## config.mk

```make
export PLATFORM = sky130hd
export DESIGN_NAME = irq_controller
export DESIGN_NICKNAME = d
export VERILOG_FILES = /design/src/rtl/irq_controller.sv
export SDC_FILE = /design/constraint.sdc
export NUM_CORES = 1
export LEC_CHECK = 0
export ABC_AREA = 1
export BUFFER_PORTS_ARGS = -buffer_cell sky130_fd_sc_hd__buf_2
export CORE_AREA = 4 4 74 76
export CTS_BUF_LIST = sky130_fd_sc_hd__clkbuf_2 sky130_fd_sc_hd__clkbuf_4 sky130_fd_sc_hd__clkbuf_8
export DETAILED_ROUTE_END_ITERATION = 10
export DIE_AREA = 0 0 78 80
export GPL_TIMING_DRIVEN = 0
export PLACE_DENSITY_LB_ADDON = 0.1
export REMOVE_ABC_BUFFERS = 1
export SLEW_MARGIN = 20
export SYNTH_ARGS = -nofsm -noshare
export SYNTH_HDL_FRONTEND = slang
export SYNTH_SLANG_ARGS = --single-unit
```

## constraint.sdc

```tcl
create_clock -name clk_i -period 2.7 [get_ports clk_i]
set_clock_uncertainty 0.15 [all_clocks]
set_input_delay 0.405 -clock clk_i [delete_from_list [all_inputs] [get_ports clk_i]]
set_output_delay 0.405 -clock clk_i [all_outputs]
set_load 0.03 [all_outputs]
```

## src/rtl/irq_controller.sv

```systemverilog
// Fixed-priority interrupt controller: captures rising edges, masks with mie,
// and presents one committed request at a time to the core's INT_/mcause.
module irq_controller #(
  parameter int unsigned N_IRQ      = 16,
  parameter int unsigned CAUSE_BASE = 16
) (
  input  logic             clk_i,
  input  logic             arst_i,
  input  logic [N_IRQ-1:0] irq_i,
  input  logic [31:0]      mie_i,
  input  logic             int_rst_i,
  output logic             int_o,
  output logic [31:0]      mcause_o,
  output logic [N_IRQ-1:0] irq_ack_o,
  output logic [N_IRQ-1:0] pending_o
);

  localparam int unsigned SEL_W = (N_IRQ > 1) ? $clog2(N_IRQ) : 1;

  typedef enum logic [1:0] {
    ST_IDLE,
    ST_REQ,
    ST_GAP
  } state_t;

  state_t             r_state;
  state_t             w_state_nxt;
  logic [N_IRQ-1:0]   r_irq_prev;
  logic [N_IRQ-1:0]   r_pending;
  logic [SEL_W-1:0]   r_sel;
  logic               r_int;
  logic [31:0]        r_mcause;
  logic [N_IRQ-1:0]   r_ack;

  logic [N_IRQ-1:0]   w_edges;
  logic [N_IRQ-1:0]   w_elig;
  logic               w_any;
  logic [SEL_W-1:0]   w_low;
  logic [N_IRQ-1:0]   w_sel_onehot;
  logic [N_IRQ-1:0]   w_clr;
  logic [N_IRQ-1:0]   w_ack_nxt;
  logic [SEL_W-1:0]   w_sel_nxt;
  logic [31:0]        w_mcause_nxt;
  logic [N_IRQ-1:0]   w_pending_nxt;
  logic               w_unused_mie;

  assign w_unused_mie  = ^mie_i[31:N_IRQ];
  assign w_edges       = irq_i & ~r_irq_prev;
  assign w_elig        = r_pending & mie_i[N_IRQ-1:0];
  assign w_any         = |w_elig;
  assign w_sel_onehot  = N_IRQ'(1) << r_sel;
  // New edge wins over the acknowledge clear on the same line.
  assign w_pending_nxt = (r_pending & ~w_clr) | w_edges;

  // Lowest eligible index wins.
  always_comb begin
    w_low = '0;
    for (int i = int'(N_IRQ) - 1; i >= 0; i--) begin
      if (w_elig[i]) w_low = SEL_W'(i);
    end
  end

  always_comb begin
    w_state_nxt  = r_state;
    w_sel_nxt    = r_sel;
    w_mcause_nxt = r_mcause;
    w_clr        = '0;
    w_ack_nxt    = '0;
    unique case (r_state)
      ST_IDLE: begin
        if (w_any) begin
          w_sel_nxt    = w_low;
          w_mcause_nxt = {1'b1, 31'(CAUSE_BASE + 32'(w_low))};
          w_state_nxt  = ST_REQ;
        end
      end
      ST_REQ: begin
        if (int_rst_i) begin
          w_clr       = w_sel_onehot;
          w_ack_nxt   = w_sel_onehot;
          w_state_nxt = ST_GAP;
        end
      end
      ST_GAP:  w_state_nxt = ST_IDLE;
      default: w_state_nxt = ST_IDLE;
    endcase
  end

  always_ff @(posedge clk_i or posedge arst_i) begin
    if (arst_i) begin
      r_state    <= ST_IDLE;
      r_irq_prev <= '0;
      r_pending  <= '0;
      r_sel      <= '0;
      r_int      <= 1'b0;
      r_mcause   <= 32'h0;
      r_ack      <= '0;
    end else begin
      r_state    <= w_state_nxt;
      r_irq_prev <= irq_i;
      r_pending  <= w_pending_nxt;
      r_sel      <= w_sel_nxt;
      r_int      <= (w_state_nxt == ST_REQ);
      r_mcause   <= w_mcause_nxt;
      r_ack      <= w_ack_nxt;
    end
  end

  assign int_o     = r_int;
  assign mcause_o  = r_mcause;
  assign irq_ack_o = r_ack;
  assign pending_o = r_pending;

endmodule

```

==> run summary <==
### Critical path
- Startpoint Class: flop
- Required @ worst endpoint: 2.76 ns
- Worst setup startpoint: pending_o[3]
- end point of the critical path: r_sel[0]
- category of the worst setup path capture point: flop
- worst reg2reg startpoint: pending_o[3]
- worst r2r path cells: 10
- arrival time of data at the critical path endpoint: 1.68 ns
- reg-to-reg critical path endpoint: r_sel[0]
- crit-path max FO: 6
- flop2flop setup slack: 1.08 ns
- critical path start-end classification: flop to flop

### CTS
- post-CTS setup-driven buffer insertion count: 0
- clock slew seen by the registers of the worst setup and hold paths: 0.10 ns
- Resize count post-CTS: 0
- # hold bufs at CTS: 0
- clock latency at the later pin of the worst-skew pair: 0.30 ns
- CTS Buf Count: 5
- CTS H-tree depth: 2
- clock root cell: clkbuf_8
- CTS sink cnt: 56
- Max clock buf depth: 2
- clock tree from TritonCTS: yes

### Route
- Detailed Route WL: 4840 um
- Avg WL per Cell: 12.7 um
- number of DRC markers after the initial detailed-route iteration: 66
- ANT nets after route: 0
- First-pass DRT Iterations: 6
- DR vias/cell: 4.42
- routed via count: 1678
- residual DRC count: 0

### Power
- VDD IR-drop max: 0.000369 V
- Sw Share: 0.388
- Power per Cell Area: 798 mW/mm^2
- sequential group share of total power: 0.464
- Pint: 1.35 mW
- leakage power figure: 1.44 nW
- switching power: 0.859 mW
- power after layout: 2.21 mW
- logic gate share of total power: 0.318
- clock network fraction of design power: 0.218

### Place
- count of input and output buffers: 73
- final HPWL from detailed placement: 3630 um
- Placed Instances: 372
- post-placement worst setup slack: 1.00 ns
- GPL Wtd Cong: 0.775

### Synthesis
- Area contributors post-synth: dfrtp_1 60%, buf_4 8.7%, nand2_1 5.6%
- cell accounting for the most synthesized area: dfrtp_1
- gate count of the mapped netlist: 236
- sequential-to-total area share from yosys stat: 0.599
- Synth cell types: 23
- warning count from the yosys run: 0
- cell area after technology mapping: 0.00234 mm^2
- proportion of netlist area held by the largest area contributor: 0.599
- average size of a mapped cell: 9.91 um^2
- Seq cells post-synth: 56

### Timing
- Max Transition Viols Final: 0
- max frequency: 618 MHz
- worst-margin pin slew: 0.672 ns
- count of final setup violators: 0
- TNS Setup: 0 ns
- RSZ-0062 raised after global routing: false
- final critical delay including setup and external delays: 1.62 ns
- Tcrit/Tclk final: 0.599
- Final Hold Violating Endpoints: 0
- least setup slack across all paths after layout: 1.08 ns
- Worst slew margin: 0.552

### Cells and area
- Final #Nets: 363
- filler-free cell count of the finished design: 380
- synthesis-to-layout area growth: 18.4%
- n_diodes: 0
- share of layout cells above drive strength 1: 0.329
- filler instances: 458

### GRT
- grt ovf: 0
- vias in the first global route: 1645
- global-route wire length before repair: 7980 um
- Overall Global Routing Usage: 0.166
- number of antenna violations at the first check in global routing: 0
- pin count of the biggest net entering global routing: 57

### Floorplanning
- Ports: 116
- Rows: 25
- overall die width: 78 um
- effective utilization at floorplan: 0.495
- core area: 0.00472 mm^2
- Die Footprint: 0.00624 mm^2
- Die H: 80 um

### Worst hold path
- Worst Hold Class: input pin to async pin

### Run status
- status: finished, final reports clean

### Flow run
- maximum capacitance violations: 0

synthesized netlist by cell type:
cell and instances:
nand2_4 2, nand2_2 8, buf_2 2, nor2_2 2, buf_4 27, a32oi_1 1, o31ai_1 1, inv_1 24
nand2_1 35, nand3_1 9, a31oi_1 1, dfrtp_1 56, nor2_4 3, o22ai_1 1, nor4_4 1, conb_1 1
o21ai_0 25, a21oi_2 1, o21ai_1 11, or2_1 1, inv_2 3, clkinv_2 1, nor2_1 20
placed cells by master, fill, tap and decap left out, drive strengths merged, types with 8 or more instances in the layout:
| cell type | instances |
|---|---|
| buf | 73 |
| dfrtp | 56 |
| nand2 | 45 |
| o21ai | 36 |
| inv | 27 |
| conb | 26 |
| nor2 | 25 |
| nand3 | 9 |
| clkbuf | 8 |
routing by layer:
| metal | vias to the layer above | global-route usage | wire length (um) |
|---|---|---|---|
| li1 | 836 | - | - |
| met1 | 773 | 0.227 | 2180 |
| met2 | 63 | 0.260 | 2200 |
| met3 | 6 | 0.0463 | 398 |
| met4 | 0 | 0.0472 | 58 |
| met5 | - | 0 | 0 |
cells by family (layout without fill, tap and decap cells):
kind of cell	count (synthesis)	count (layout)	synth area share
simple gates	81	81	0.170
buf+inv	57	109	0.136
flops	56	56	0.599
compound gates	41	41	0.0931
other cells	1	26	0.00160
how the worst min path moves through the flow:
stage / from / endpoint / slack, ns
3_5_place_dp: r_irq_prev[6] / pending_o[6] / 0.26
4_1_cts: irq_i[0] / r_irq_prev[0] / 0.06
5_1_grt: irq_i[15] / r_irq_prev[15] / 0.05
3_3_place_gp: r_irq_prev[6] / pending_o[6] / 0.24
2_1_floorplan: r_irq_prev[13] / pending_o[13] / 0.24
6_report: arst_i / irq_ack_o[6] / 0.05
critical path, stage by stage (launching register included):
cell      delay [ns]
dfrtp_1         0.42
nand2_1         0.13
nand2_1         0.09
nor2_2          0.14
nand2_2         0.10
nor4_4          0.19
nor2_4          0.08
clkinv_2        0.09
a21oi_2         0.04
nand2_1         0.06
nand2_1         0.04
metrics by stage:
| stage | cell area (um^2) | hold WS [ns] | utilization |
|---|---|---|---|
| 6_report | 2770 | 0.0518 | 0.586 |
| 5_1_grt | 2770 | 0.0484 | 0.586 |
| 4_1_cts | 2770 | 0.0558 | 0.586 |
| 3_5_place_dp | 2670 | 0.255 | 0.566 |
| 3_3_place_gp | 2670 | 0.244 | 0.565 |
| 2_1_floorplan | 2220 | 0.242 | - |
state kept, by name, indices dropped and copies added, names as in the netlist:
name,flops
r_sel,3
r_irq_prev,16
int_o,1
irq_ack_o,16
mcause_o,2
pending_o,16
r_state,2
final cells by class:
type | instances | area [um^2] | share of cell area
flip-flops and latches | 56 | 1400 | 0.506
multi-input cells | 148 | 713 | 0.257
repair buffers | 73 | 365 | 0.132
inverters | 28 | 109 | 0.0393
clock buffers | 8 | 97.6 | 0.0352
well taps | 67 | 83.8 | 0.0303
power by group through the flow:
stage,combinational [mW],clock [mW],sequential [mW]
2_1_floorplan,0.337,0,1.20
3_3_place_gp,0.703,0,1.04
3_5_place_dp,0.709,0,1.04
4_1_cts,0.711,0.493,1.03
5_1_grt,0.781,0.535,1.04
6_report,0.704,0.482,1.03
(Power assumes the default switching activity.)
